$ cat src/rtl/seg_msg_scanner.sv
// Time-multiplexed 7-segment message scanner: a writable character buffer plus
// refresh, scroll and blink timing. AN/led are registered one cycle behind the scan state.
module seg_msg_scanner #(
  parameter int NUM_DIGITS  = 8,
  parameter int MSG_DEPTH   = 16,
  parameter int REFRESH_DIV = 100000,
  parameter int SCROLL_DIV  = 25000000,
  parameter int BLINK_DIV   = 50000000
) (
  input  logic                         clk,
  input  logic                         rst,
  input  logic                         wr_en,
  input  logic [$clog2(MSG_DEPTH)-1:0] wr_addr,
  input  logic [6:0]                   wr_char,
  input  logic [$clog2(MSG_DEPTH):0]   msg_len,
  input  logic [1:0]                   mode,
  input  logic                         start,
  output logic [NUM_DIGITS-1:0]        AN,
  output logic [6:0]                   led,
  output logic                         scroll_wrap
);

  localparam int AW = $clog2(MSG_DEPTH);
  localparam int LW = AW + 1;
  localparam int SW = $clog2(MSG_DEPTH + NUM_DIGITS) + 1;
  localparam int PW = $clog2(NUM_DIGITS);
  localparam int RW = (REFRESH_DIV > 1) ? $clog2(REFRESH_DIV) : 1;
  localparam int CW = (SCROLL_DIV > 1) ? $clog2(SCROLL_DIV) : 1;
  localparam int BW = (BLINK_DIV > 1) ? $clog2(BLINK_DIV) : 1;
  localparam logic [6:0] LED_BLANK = 7'h7F;

  typedef enum logic [1:0] {
    MODE_STATIC = 2'b00,
    MODE_SCROLL = 2'b01,
    MODE_BLINK  = 2'b10,
    MODE_BLANK  = 2'b11
  } mode_e;

  logic [6:0]            r_buf [MSG_DEPTH];
  logic [RW-1:0]         r_ref_cnt;
  logic [PW-1:0]         r_pos;
  logic [SW-1:0]         r_offset;
  logic [CW-1:0]         r_scr_cnt;
  logic [BW-1:0]         r_blk_cnt;
  logic                  r_phase;
  logic [1:0]            r_prev_mode;
  logic [NUM_DIGITS-1:0] r_an;
  logic [6:0]            r_led;
  logic                  r_scroll_wrap;

  mode_e                 w_mode;
  logic [LW-1:0]         w_len;
  logic [SW-1:0]         w_ring;
  logic                  w_restart;
  logic                  w_ref_tc;
  logic                  w_scr_tc;
  logic                  w_blk_tc;
  logic [SW-1:0]         w_sum;
  logic [SW-1:0]         w_scr_idx;
  logic [SW-1:0]         w_idx;
  logic [6:0]            w_char;
  logic [NUM_DIGITS-1:0] w_an_scan;
  logic [NUM_DIGITS-1:0] w_an_next;
  logic [6:0]            w_led_next;
  logic [SW-1:0]         w_offset_next;
  logic                  w_wrap_next;

  assign w_mode    = mode_e'(mode);
  assign w_len     = (msg_len > LW'(MSG_DEPTH)) ? LW'(MSG_DEPTH) : msg_len;
  // Scroll ring: the message followed by one screen of blanks.
  assign w_ring    = SW'(w_len) + SW'(NUM_DIGITS);
  assign w_restart = start | (mode != r_prev_mode);
  assign w_ref_tc  = (r_ref_cnt == RW'(REFRESH_DIV - 1));
  assign w_scr_tc  = (r_scr_cnt == CW'(SCROLL_DIV - 1));
  assign w_blk_tc  = (r_blk_cnt == BW'(BLINK_DIV - 1));

  always_comb begin
    w_sum      = r_offset + SW'(r_pos);
    w_scr_idx  = (w_sum >= w_ring) ? (w_sum - w_ring) : w_sum;
    w_idx      = (w_mode == MODE_SCROLL) ? w_scr_idx : SW'(r_pos);
    w_char     = 7'h00;
    if (w_idx < SW'(w_len)) w_char = r_buf[w_idx[AW-1:0]];
    w_an_scan  = '1;
    w_an_scan[PW'(NUM_DIGITS - 1) - r_pos] = 1'b0;
    w_an_next  = w_an_scan;
    w_led_next = ~w_char;
    case (w_mode)
      MODE_BLANK: begin
        w_an_next  = '1;
        w_led_next = LED_BLANK;
      end
      MODE_BLINK: if (!r_phase) w_an_next = '1;
      default: ;
    endcase
  end

  // Restart outranks a shrink, which outranks a scroll step; only a step wrap pulses.
  always_comb begin
    w_offset_next = r_offset;
    w_wrap_next   = 1'b0;
    if (w_restart) begin
      w_offset_next = '0;
    end else if (r_offset >= w_ring) begin
      w_offset_next = '0;
    end else if (w_scr_tc) begin
      if (r_offset == w_ring - SW'(1)) begin
        w_offset_next = '0;
        w_wrap_next   = 1'b1;
      end else begin
        w_offset_next = r_offset + SW'(1);
      end
    end
  end

  always_ff @(posedge clk) begin
    if (rst) begin
      for (int i = 0; i < MSG_DEPTH; i++) r_buf[i] <= '0;
      r_ref_cnt     <= '0;
      r_pos         <= '0;
      r_offset      <= '0;
      r_scr_cnt     <= '0;
      r_blk_cnt     <= '0;
      r_phase       <= 1'b1;
      r_prev_mode   <= 2'b00;
      r_an          <= '1;
      r_led         <= LED_BLANK;
      r_scroll_wrap <= 1'b0;
    end else begin
      if (wr_en) r_buf[wr_addr] <= wr_char;
      if (w_ref_tc) begin
        r_ref_cnt <= '0;
        r_pos     <= (r_pos == PW'(NUM_DIGITS - 1)) ? '0 : r_pos + PW'(1);
      end else begin
        r_ref_cnt <= r_ref_cnt + RW'(1);
      end
      if (w_restart || w_scr_tc) r_scr_cnt <= '0;
      else                       r_scr_cnt <= r_scr_cnt + CW'(1);
      if (w_restart) begin
        r_blk_cnt <= '0;
        r_phase   <= 1'b1;
      end else if (w_blk_tc) begin
        r_blk_cnt <= '0;
        r_phase   <= ~r_phase;
      end else begin
        r_blk_cnt <= r_blk_cnt + BW'(1);
      end
      r_offset      <= w_offset_next;
      r_prev_mode   <= mode;
      r_an          <= w_an_next;
      r_led         <= w_led_next;
      r_scroll_wrap <= w_wrap_next;
    end
  end

  assign AN          = r_an;
  assign led         = r_led;
  assign scroll_wrap = r_scroll_wrap;

endmodule
$ cat config.mk
export PLATFORM = sky130hd
export DESIGN_NAME = seg_msg_scanner
export DESIGN_NICKNAME = d
export VERILOG_FILES = /design/src/rtl/seg_msg_scanner.sv
export SDC_FILE = /design/constraint.sdc
export NUM_CORES = 1
export LEC_CHECK = 0
export BUFFER_PORTS_ARGS = -buffer_cell sky130_fd_sc_hd__buf_2
export CORE_MARGIN = 2
export CORE_UTILIZATION = 35
export CTS_CLUSTER_SIZE = 16
export DETAILED_ROUTE_END_ITERATION = 12
export GPL_ROUTABILITY_DRIVEN = 0
export GPL_TIMING_DRIVEN = 0
export HOLD_SLACK_MARGIN = 0.05
export PLACE_DENSITY_LB_ADDON = 0.3
export RECOVER_POWER = 100
export SYNTH_ARGS = -nofsm -noshare
export SYNTH_HDL_FRONTEND = slang
export SYNTH_SLANG_ARGS = --single-unit
$ cat constraint.sdc
create_clock -name clk -period 4.5 [get_ports clk]
set_clock_uncertainty 0.15 [all_clocks]
set_input_delay 0.45 -clock clk [delete_from_list [all_inputs] [get_ports clk]]
set_output_delay 0.45 -clock clk [all_outputs]
set_load 0.005 [all_outputs]
== Word level (Yosys, flattened, before mapping) ==
Memory sizes are Yosys's and may differ from the RTL's.
Index checks and enable logic that the tools add are counted.
Cells by class
  add/sub/neg operators: 10
  order comparisons: 6
  eq/ne operators: 9
  multiplexer cells: 19
  bitwise gates (word level): 5
  reduce and logical (&&, ||, !) cells: 10
Operators with widths (count)
  $add 26x1->26 const B: 1
  $eq 26x26->1 const B: 1
  $add 25x1->25 const B: 1
  $eq 25x25->1 const B: 1
  $mux 6: 3
  $add 17x1->17 const B: 1
  $eq 17x17->1 const B: 1
  $pmux 8 s2: 1
  $mux 7: 2
  $ge 6x6->1: 2
  $mux 1: 8
  $mux 8: 1
  $not 8->8: 1
  $reduce_or 2->1: 4
  $not 7->7: 1
  $reduce_or 7->1: 1
  $add 5x4->6 const B: 1
  $add 6x1->6 const B: 1
  $add 6x3->6: 1
  $eq 6x6->1: 1
  $lt 6x5->1: 1
  $reduce_or 3->1: 2
  $sub 6x1->6 const B: 1
  $sub 6x6->6: 1
  18 further kinds: 20
Storage, ports and cells
  register bits: 96
  memory bits (writable): 112
  output and inout port bits: 16
  word-level logic and storage cells: 70
  memories: 1
Memories
  r_buf: depth 16, bits a word 7, rd ports 1, clocked after memory_dff 0, write ports 16, line 39  | logic [6:0] r_buf [MSG_DEPTH];

== Logic depth before layout (Yosys ltp) ==
Gate-level depths: netlist (run 1).
  depth after elaboration: 9
  depth in mapped cells: 20
  mapped depth without buffers: 19

== Worst setup path after synthesis (run 1) ==
OpenSTA, ideal clock, no wires.
  path type: register to register
  start: reg r_pos[0]
  end: reg r_led[5] (netlist: led[5])
  setup time: 0.156 ns
  arrival time: 4.115 ns
  setup slack: 0.080 ns
  cell stages (with the launch flop): 21
  clock period less this slack: 4.420 ns
  cell sequence: dfxtp_1 ha_1 fa_1 a21o_1 nand2_1 xnor2_1 ha_1 nand4_2 o221a_2 nand2_1 a31o_2 buf_6 inv_1 ha_1 a21o_1 a211o_1 nor3_1 and3_1 nor2_1 nor4b_2 a221oi_1
Between the ends
  longest elaborated chain between the ends: 7
RTL lines
  start: declaration: line 41  | logic [PW-1:0] r_pos;
  start signal: assignment: line 132  | r_pos <= (r_pos == PW'(NUM_DIGITS - 1)) ? '0 : r_pos + PW'(1);
  $add 6x3->6: line 78  | w_sum = r_offset + SW'(r_pos);
  $sub 6x6->6 / $ge 6x6->1 (equally long branches): line 79  | w_scr_idx = (w_sum >= w_ring) ? (w_sum - w_ring) : w_sum;
  $mux 6: line 79
  $mux 6 (*): line 80  | w_idx = (w_mode == MODE_SCROLL) ? w_scr_idx : SW'(r_pos);
  $mem_v2 16x7 / $lt 6x5->1 (equally long branches)
  $mux 7 (*): line 82  | if (w_idx < SW'(w_len)) w_char = r_buf[w_idx[AW-1:0]];
  $not 7->7 (*): line 86  | w_led_next = ~w_char;
  end signal: assignment: line 150  | r_led <= w_led_next;
  end: declaration: line 48  | logic [6:0] r_led;
Mark *: on every way between the ends. The rest lies on a longest branch, timed or not.
A chain may end at the register's enable or synchronous reset.

== Worst setup path in the final report (run 1) ==
  start: reg r_pos[0]
  end: reg r_led[3] (netlist: led[3])
The elaborated chain is that of the path after synthesis.

==> summary.md, run 1 <==
| Metric | Value |
|---|---|
| Status | `complete, no violations` |
| Post-synthesis sequential element count | `208` |
| Most used DFF post-synth | `edfxtp_1` |
| Setup crit end kind | `flip-flop` |
| DRC viols | `0` |
| Max_cap viols | `0` |
| Crit-path most repeated cell | `ha_4` |
| Warnings from Yosys | `0` |
| Avg WL per Cell | `16.3 um` |
| Largest stage delay, worst path | `0.37 ns` |
| Number of flops mapped to enable cells by yosys | `112` |
| R2R Setup Slk | `0.07 ns` |
| Via count | `7124` |
| Main combinational cell family by area after synthesis | `simple AND/OR/NAND/NOR gates` |
| Post-Place Cell Area | `0.0111 sq mm` |
| Clk slew on worst S/H paths | `0.06 ns` |
| Period utilization | `98.5%` |
| Vias per inst | `4.91` |
| Iteration-0 DRC Markers | `395` |
| Compound-gate portion of the synthesized area | `5.75%` |
| Die ar. | `0.0312 sq mm` |
| Post-synthesis mux area share | `6.22%` |
| HP Class | `in -> reg` |
| Worst VDD drop | `0.000224 V` |
| Die span in x | `177 um` |
| CP max FO | `7` |
| Worst R2R Start | `r_pos[0]` |
| Hold buffers post-CTS | `0` |
| Setup Viol. Count Final | `0` |
| Post-Synth Simple-Gate Area | `23.8%` |
| Register area | `0.00530 sq mm` |
| Worst reg2reg path endpoint | `led[3]` |
| Worst Hold Path EP | `r_prev_mode[0]` |
| Total core area | `0.0295 sq mm` |
| Slew Viols, Final | `0` |
| Chip Height | `177 um` |
| Sequential fraction of the synthesis area | `50.7%` |
| Setup total negative slack | `0 ns` |
| Async SR Flop Fraction | `0%` |
| Post-Synth XOR/XNOR Area | `6.81%` |
| Clock sink count | `208` |
| Worst-Margin Slew | `0.850 ns` |
| Leakage | `4.64 nW` |
| Fillers | `2840` |
| Area occupied by multi-input gates | `0.00514 sq mm` |
| Kind of critical path | `reg -> reg` |
| CP cell instances | `ha_4, fa_2, a21o_1, nand2_2, xnor2_4, ha_4, nand4_4, o221ai_4, mux2i_4, nor2_4, ha_4, a21o_1, a211o_1, nor3_2, and3_4, nor2_2, nor4b_4, buf_6, a221oi_4` |
| First-pass GRT wire length | `37.5 mm` |
| Fin crit period | `4.43 ns` |
| Pwr dens | `357 mW/mm^2` |
| GRT Total Usage | `15.2%` |
| DRT Pass-1 Iters | `5` |
| Dpl hpwl | `16.4 mm` |
| Worst EP required | `4.73 ns` |
| Post-synthesis adder-cell area fraction | `3.63%` |
| CP max stage cell | `fa_2` |
| Clock latency at the later pin of the worst-skew pair | `0.53 ns` |
| CTS root buf | `clkbuf_16` |
| Slew HR | `42.9%` |
| Final Hold Vio Count | `0` |
| # rows | `63` |
| ANT cells | `0` |
| Nets | `1098` |
| Post-Synthesis Cells | `961` |
| Hold path depth | `2` |
| Area Growth Syn to Fin | `19.3%` |
| Worst r2r path cells | `19` |
| Overflow after GRT | `0` |
| Syn Area/Cell | `10.8 sq um` |
| CTS Buf Count | `24` |
| # port buffers | `36` |
| Netlist cell types | `59` |
| Post-Synthesis Cell Area | `0.0104 sq mm` |
| Largest net degree at the start of global routing | `14` |
| Layout cells sized above 1 | `15.7%` |
| CTS H-tree depth | `1` |
| Type of origin of the critical path | `flip-flop` |
| Antenna violations before repair | `1` |
| Remaining antenna violation count after routing | `0` |
| I/O pin cnt | `38` |
| Worst hold slack | `0.105 ns` |
| Initial Util | `35.3%` |
| CTS tree | `built` |
| Number of global-route vias before repair | `7017` |
| Clk buf depth | `3` |
| CP arrival | `4.66 ns` |
| DRT Wirelength | `23.7 mm` |
| Fin area | `0.0124 sq mm` |
| Hold Crit Start | `mode[0]` |
| Most frequent cells in the layout | `112 x nor2_1, 112 x edfxtp_1, 91 x and2_0` |
| Achievable Freq | `226 MHz` |
==> sequential cells by signal, summed over array words and instances, names as in the netlist <==
signal       count
r_prev_mode      2
r_offset         6
r_pos            3
AN               8
led              7
r_ref_cnt       17
r_scr_cnt       25
r_buf          112
r_blk_cnt       26
r_phase          1
scroll_wrap      1
==> per-stage QoR <==
step           utilization [%]  power (mW)  instances  setup WS [ns]
2_1_floorplan                -        2.29        962         0.0796
3_3_place_gp              37.6        2.39       1388         -0.718
3_5_place_dp              37.6        2.39       1388         -0.807
4_1_cts                   41.4        4.48       1440        0.00246
5_1_grt                   42.1        4.60       1452        -0.0665
6_report                  42.1        4.43       1452         0.0682
==> power by group <==
part	leakage, nW	internal (mW)	switching, mW	total (mW)
clock	0.404	1.28	0.778	2.06
sequential	1.85	2.07	0.0217	2.09
combinational	2.38	0.110	0.177	0.287
==> worst max-delay path by stage <==
stage	startpoint	to	slack, ns	depth (start not counted)
final	r_pos[0]	led[3]	0.07	19
after global routing	r_pos[0]	led[3]	-0.07	19
after CTS	r_offset[0]	led[4]	0.002	19
after detailed placement	r_pos[0]	led[6]	-0.81	18
after floorplan	r_pos[0]	led[5]	0.08	20
after global placement	r_pos[0]	led[6]	-0.72	18
==> routing by layer <==
layer / vias to the layer above / track usage [%] / share of wire, %
li1: 3557 / - / -
met1: 3387 / 20.0 / 46
met2: 133 / 25.4 / 47
met3: 45 / 2.48 / 4.2
met4: 2 / 4.96 / 2.8
met5: - / 0 / 0.046
==> cell usage after synthesis, types with 2 or more instances <==
library cell / n / share of area, %
ha_1: 27 / 3.2
buf_6: 8 / 0.86
nor4_1: 4 / 0.24
buf_4: 3 / 0.22
xor2_1: 59 / 5.0
a21o_1: 6 / 0.43
nor2_1: 115 / 4.1
o31a_1: 2 / 0.17
nor3b_1: 2 / 0.14
o221ai_2: 2 / 0.29
xnor2_1: 22 / 1.8
inv_1: 13 / 0.47
mux2i_1: 49 / 4.7
nor4b_1: 3 / 0.25
and2b_1: 28 / 2.0
clkbuf_8: 2 / 0.26
or2_2: 22 / 1.3
nand3_1: 31 / 1.5
o22ai_1: 2 / 0.12
nor4b_2: 2 / 0.29
mux4_2: 7 / 1.5
o21ai_0: 5 / 0.24
fa_1: 2 / 0.38
dfxtp_1: 96 / 18
nor3_1: 20 / 0.96
nand2b_1: 10 / 0.60
a221oi_1: 7 / 0.59
edfxtp_1: 112 / 32
nand2_1: 48 / 1.7
a32oi_1: 29 / 2.4
nand4_1: 16 / 0.96
or4_1: 2 / 0.14
nor2b_1: 7 / 0.42
a21oi_1: 13 / 0.62
and3_1: 11 / 0.66
clkbuf_1: 21 / 0.76
and4_1: 5 / 0.42
buf_2: 6 / 0.29
or3_1: 3 / 0.18
and2_1: 120 / 7.2
==> logic make-up after synthesis <==
family,Yosys count
buf+inv,54
compound gates,76
other cells,1
mux,56
xor+xnor,81
simple gates,456
fa+ha+maj,29
flops,208
==> critical path: cells and delay by family (launching register included) <==
family | cells | cell delay (ns)
flops | 1 | 0.36
xor+xnor | 1 | 0.08
simple gates | 7 | 1.02
mux | 1 | 0.36
fa+ha+maj | 4 | 1.06
compound gates | 5 | 1.06
buf+inv | 1 | 0.20
==> area by class of cell <==
cell class / instances / share of cell area, %
Clock inverter: 11 / 1.24
Multi-Input combinational cell: 700 / 41.4
Timing Repair Buffer: 59 / 2.79
Tap cell: 390 / 3.93
Inverter: 14 / 0.524
Clock buffer: 30 / 5.44
Buffer: 40 / 2.04
Sequential cell: 208 / 42.7
==> timing repair <==
item | CTS | global route
pin swaps | 9 | 17
buffers inserted | 11 | 12
gates resized for setup | 42 | 24
setup endpoints to repair | 7 | 7
Note: power is estimated with default switching activity, not from simulation.
==> inputs of run 2 (changes only) <==
ABC_AREA = 0   (was unset)
PLACE_DENSITY_LB_ADDON = unset   (was 0.3)
RECOVER_POWER = 50   (was 100)
==> run 2 against run 1 <==
  * Non-clock buffer count fell by 4
  * Sequential share of layout area is essentially flat
  * Register-to-register slack worse by 0.05 ns
  * Final cell count unchanged
  * Clock power up 2%
  * Largest power group is now clock
  * Critical endpoint is now led[6]
==> summary.md, run 2 (synthesized netlist as in run 1, its figures left out) <==
| Metric | Value |
|---|---|
| Final Hold Vio Count | `0` |
| Most frequent cells in the layout | `112 x nor2_1, 112 x edfxtp_1, 90 x dfxtp_1` |
| # port buffers | `36` |
| Clock latency at the later pin of the worst-skew pair | `0.52 ns` |
| CTS H-tree depth | `1` |
| CTS Buf Count | `25` |
| Area Growth Syn to Fin | `19.2%` |
| Slew Viols, Final | `0` |
| CP arrival | `4.70 ns` |
| Post-layout util | `42.1%` |
| Sw frac | `22.2%` |
| Clk slew on worst S/H paths | `0.06 ns` |
| Die span in x | `177 um` |
| Number of global-route vias before repair | `7048` |
| Post-Place Cell Area | `0.0111 sq mm` |
| CP max FO | `7` |
| Iteration-0 DRC Markers | `417` |
| Sequential power share | `46.6%` |
| Status | `complete, no violations` |
| Place WS | `-0.708 ns` |
| RSZ-0062 raised after global routing | `true` |
| First-pass GRT wire length | `37.0 mm` |
| Chip Height | `177 um` |
| Crit-path most repeated cell | `fa_2` |
| Leakage | `4.67 nW` |
| Vias per inst | `4.90` |
| DRT Pass-1 Iters | `5` |
| Type of origin of the critical path | `flip-flop` |
| Setup total negative slack | `0 ns` |
| CP max stage cell | `fa_2` |
| Largest stage delay, worst path | `0.57 ns` |
| Die ar. | `0.0312 sq mm` |
| GRT Total Usage | `15.1%` |
| Worst-Margin Slew | `0.758 ns` |
| Int Power | `3.48 mW` |
| Setup Viol. Count Final | `0` |
| ANT cells | `0` |
| Initial Util | `35.3%` |
| Worst VDD drop | `0.000286 V` |
| Worst EP required | `4.72 ns` |
| Net switching power | `0.995 mW` |
| Overflow after GRT | `0` |
| Max_cap viols | `0` |
| CTS root buf | `clkbuf_16` |
| Most flops, register | `r_buf` |
| Avg WL per Cell | `15.9 um` |
| DRT Wirelength | `23.1 mm` |
| Worst hold slack | `0.107 ns` |
| Largest net degree at the start of global routing | `14` |
| Setup crit end kind | `flip-flop` |
| DRC viols | `0` |
| Regs by FF count | `r_buf (112), r_blk_cnt (26), r_scr_cnt (25)` |
| Max reg flops | `112` |
| Fin crit period | `4.48 ns` |
| # rows | `63` |
| Logic pwr share | `6.5%` |
| Kind of critical path | `reg -> reg` |
| Final worst slack | `0.0203 ns` |
| Remaining antenna violation count after routing | `0` |
| Total core area | `0.0295 sq mm` |
| Antenna violations before repair | `0` |
| Achievable Freq | `223 MHz` |
| Crit path buf inv count | `2` |
| Fin area | `0.0124 sq mm` |
| Crit path max-delay family | `adder cells` |
| I/O pin cnt | `38` |
| Clock power share | `46.9%` |
| Clock sink count | `208` |
| Via count | `7109` |
| Pwr dens | `360 mW/mm^2` |
| CTS tree | `built` |
| Dpl hpwl | `16.4 mm` |
| Layout cells sized above 1 | `17.8%` |
| Clk buf depth | `3` |
| Period utilization | `99.5%` |
| Slew HR | `49.1%` |
| CP cell instances | `ha_4, fa_2, inv_1, fa_2, a21boi_4, o221ai_4, mux2i_2, nor2_2, ha_1, a21o_1, a211o_1, nor3_2, and3_4, nor2_4, nor4b_4, buf_6, a221oi_2` |
| Nets | `1095` |
| HP Class | `in -> reg` |
[run 2: changes by cell type in the layout (fill, tap and decap cells not counted), moves of 2 or more]
cell,delta
and2_0,-13
and2_1,+13
buf_2,+6
buf_4,-2
clkbuf_1,-10
clkinv_1,+2
clkinv_2,+2
ha_1,+2
nor3_1,-5
nor3_2,+5
or2_0,-11
or2_2,+11
[run 2: area by class of cell]
cell class	instances	area [sq um]
Buffer	40	254
Clock buffer	25	626
Clock inverter	20	238
Fill cell	2804	17100
Inverter	14	65.1
Multi-Input combinational cell	700	5120
Sequential cell	208	5300
Tap cell	390	488
Timing Repair Buffer	55	324
[run 2: per-stage QoR]
step                power [mW]  instances
finish                    4.48       1452
global route              4.63       1452
CTS                       4.52       1442
detailed placement        2.39       1388
global placement          2.39       1388
floorplan                 2.29        962
[run 2: metal layers]
layer	vias to the layer above	share of wire, %	wire length, um	track usage [%]
met5	-	0	0	0
met4	0	3.0	705	5.34
met3	50	4.6	1060	2.63
met2	175	46	10700	24.2
met1	3339	46	10700	20.4
li1	3545	-	-	-
[run 2: worst reg2reg max path, cell delays in order (launching register included)]
cell      delay (ns)
dfxtp_4         0.36
ha_4            0.16
fa_2            0.57
inv_1           0.07
fa_2            0.39
a21boi_4        0.18
o221ai_4        0.24
mux2i_2         0.31
nor2_2          0.09
ha_1            0.32
a21o_1          0.16
a211o_1         0.28
nor3_2          0.22
and3_4          0.23
nor2_4          0.05
nor4b_4         0.27
buf_6           0.19
a221oi_2        0.11
[run 2: power groups by stage]
| stage | clock network, mW | logic (mW) | registers (mW) |
|---|---|---|---|
| floorplan | 0 | 0.171 | 2.12 |
| global placement | 0 | 0.264 | 2.13 |
| detailed placement | 0 | 0.267 | 2.13 |
| CTS | 2.15 | 0.279 | 2.09 |
| global route | 2.22 | 0.319 | 2.09 |
| finish | 2.10 | 0.292 | 2.08 |
[run 2: final timing paths]
kind	start	slack (ns)	cells after the start	to
max	r_offset[0]	0.02	17	led[6]
min	mode[1]	0.11	2	r_prev_mode[1]
max reg2reg	r_offset[0]	0.02	17	led[6]
min reg2reg	r_scr_cnt[0]	0.29	1	r_scr_cnt[0]
[run 2: what timing repair did]
action                     4_1_cts  5_1_grt
setup buffers                    9       10
setup endpoints to repair        7        7
pin swaps                        5       14
hold buffers                     0        0
resized for setup               29       35
gates cloned                     0        0
==> inputs of run 3 (changes only) <==
CORE_MARGIN = unset   (was 2)
==> run 3 against run 2 <==
  * The run now ends with setup timing left
  * Combinational power hardly changed
  * Via count increased by 0.48%
  * Clock power about the same
  * First-iteration DRC count grew 12%
  * Critical endpoint unchanged
  * Global-route usage grew 0.68 points
  * Maximum frequency down 0.70%
  * Wire length is 1.3% higher
  * Final cell count decreased by 0.55%
  * Critical path type unchanged
==> summary.md, run 3 (synthesized netlist as in run 1, its figures left out) <==
| Metric | Value |
|---|---|
| GRT Total Usage | `15.7%` |
| Die span in x | `175 um` |
| RSZ-0062 raised after global routing | `true` |
| Clock latency at the later pin of the worst-skew pair | `0.51 ns` |
| Remaining antenna violation count after routing | `0` |
| CP max FO | `7` |
| Failing checks | `setup timing` |
| Final worst slack | `-0.0111 ns` |
| DRT Wirelength | `23.4 mm` |
| Vias per inst | `4.95` |
| Layout cells sized above 1 | `17.1%` |
| Sw frac | `21.7%` |
| Clock power share | `47.2%` |
| Achievable Freq | `222 MHz` |
| # port buffers | `36` |
| Clk buf depth | `3` |
| HP Class | `in -> reg` |
| Final Hold Vio Count | `0` |
| CP arrival | `4.73 ns` |
| Overflow after GRT | `0` |
| Kind of critical path | `reg -> reg` |
| Chip Height | `175 um` |
| Number of global-route vias before repair | `7080` |
| Setup total negative slack | `-0.0221 ns` |
| Logic pwr share | `6.5%` |
| Die ar. | `0.0305 sq mm` |
| First-pass GRT wire length | `38.2 mm` |
| Largest net degree at the start of global routing | `13` |
| Regs by FF count | `r_buf (112), r_blk_cnt (26), r_scr_cnt (25)` |
| Antenna violations before repair | `1` |
| Worst-Margin Slew | `0.824 ns` |
| Post-layout util | `42.8%` |
| Iteration-0 DRC Markers | `465` |
| Slew Viols, Final | `0` |
| # rows | `62` |
| Avg WL per Cell | `16.2 um` |
| Initial Util | `35.9%` |
| Total core area | `0.0290 sq mm` |
| CTS tree | `built` |
| Net switching power | `0.976 mW` |
| Period utilization | `100%` |
| Worst VDD drop | `0.000332 V` |
| Area Growth Syn to Fin | `19.1%` |
| Dpl hpwl | `16.5 mm` |
| Type of origin of the critical path | `flip-flop` |
| Most flops, register | `r_buf` |
| I/O pin cnt | `38` |
| Leakage | `4.68 nW` |
| CTS root buf | `clkbuf_16` |
| Max_cap viols | `0` |
| Nets | `1093` |
| Worst EP required | `4.72 ns` |
| Fin crit period | `4.51 ns` |
| Clock sink count | `208` |
| Setup crit end kind | `flip-flop` |
| DRC viols | `0` |
| CTS Buf Count | `25` |
| Int Power | `3.53 mW` |
| CTS H-tree depth | `1` |
| Status | `finished, violations left` |
| R2R Setup Slk | `-0.01 ns` |
| Via count | `7143` |
| Clk slew on worst S/H paths | `0.06 ns` |
| Most frequent cells in the layout | `112 x nor2_1, 112 x edfxtp_1, 90 x dfxtp_1` |
| DRT Pass-1 Iters | `5` |
| Max reg flops | `112` |
| Setup Viol. Count Final | `3` |
| Pwr dens | `363 mW/mm^2` |
| Sequential power share | `46.3%` |
| Slew HR | `44.7%` |
-- run 3: cell types whose count changed in the layout (fill, tap and decap cells not counted), moves of 2 or more --
| cell | before | now |
|---|---|---|
| xor2_1 | 57 | 59 |
| and2_1 | 42 | 45 |
| buf_4 | 20 | 18 |
| clkinv_2 | 5 | 3 |
| a21oi_2 | 3 | 1 |
| clkinv_1 | 5 | 3 |
| xor2_2 | 2 | 0 |
| and2_0 | 78 | 75 |
| buf_2 | 37 | 39 |
| clkbuf_1 | 25 | 27 |
-- run 3: what timing repair did --
item,4_1_cts,5_1_grt
resized for setup,31,31
endpoints found under the setup margin,7,7
pin swaps,7,11
buffers inserted,7,10
hold buffers,0,0
-- run 3: area by class of cell --
type                       instances  area [sq um]
antenna                            1          2.50
buffer                            40           254
clock buffer                      31           679
clock inverter                    13           193
fill                            2764         16600
inverter                          14          65.1
multi-input combinational        700          5120
sequential                       208          5300
tap                              384           480
timing repair buffer              53           312
-- run 3: path summary, 6_finish.rpt --
kind / startpoint / endpoint / cells past startpoint
min reg2reg: r_scr_cnt[0] / r_scr_cnt[0] / 1
min: mode[0] / r_prev_mode[0] / 2
max reg2reg: r_offset[0] / led[6] / 19
max: r_offset[0] / led[6] / 19
-- run 3: critical path, stage by stage, from the launching register on --
cell,delay [ns]
dfxtp_4,0.37
ha_4,0.16
fa_2,0.37
a21o_1,0.18
nand2_2,0.08
xnor2_2,0.09
ha_4,0.32
nand4_4,0.13
o221ai_4,0.28
mux2i_2,0.33
nor2_2,0.09
ha_1,0.31
a21o_1,0.17
a211o_1,0.30
nor3_2,0.21
and3_4,0.23
nor2_4,0.05
nor4b_4,0.26
buf_6,0.20
a221oi_4,0.09
-- run 3: metal layers --
layer	share of wire, %	track usage, %	up-vias
met2	46	25.2	130
met3	4.5	2.84	53
met1	47	21.5	3406
met5	0	0	-
li1	-	-	3554
met4	3.2	5.07	0
-- run 3: stage by stage --
step / power, mW / std cells / area, sq um / hold WS (ns) / worst slack, ns
finish: 4.51 / 1444 / 12400 / 0.0967 / -0.0111
global placement: 2.39 / 1382 / 11100 / 0.277 / -0.674
detailed placement: 2.40 / 1382 / 11100 / 0.282 / -0.690
global route: 4.67 / 1443 / 12400 / 0.107 / -0.127
CTS: 4.54 / 1433 / 12200 / 0.0818 / 0.0199
floorplan: 2.29 / 962 / 10400 / 0.263 / 0.0796
-- run 3: power groups by stage --
| stage | Sequential, mW | Combinational, mW | Clock (mW) |
|---|---|---|---|
| 2_1_floorplan | 2.12 | 0.171 | 0 |
| 3_5_place_dp | 2.13 | 0.267 | 0 |
| 3_3_place_gp | 2.13 | 0.264 | 0 |
| 5_1_grt | 2.09 | 0.319 | 2.26 |
| 4_1_cts | 2.09 | 0.279 | 2.18 |
| 6_report | 2.09 | 0.293 | 2.13 |
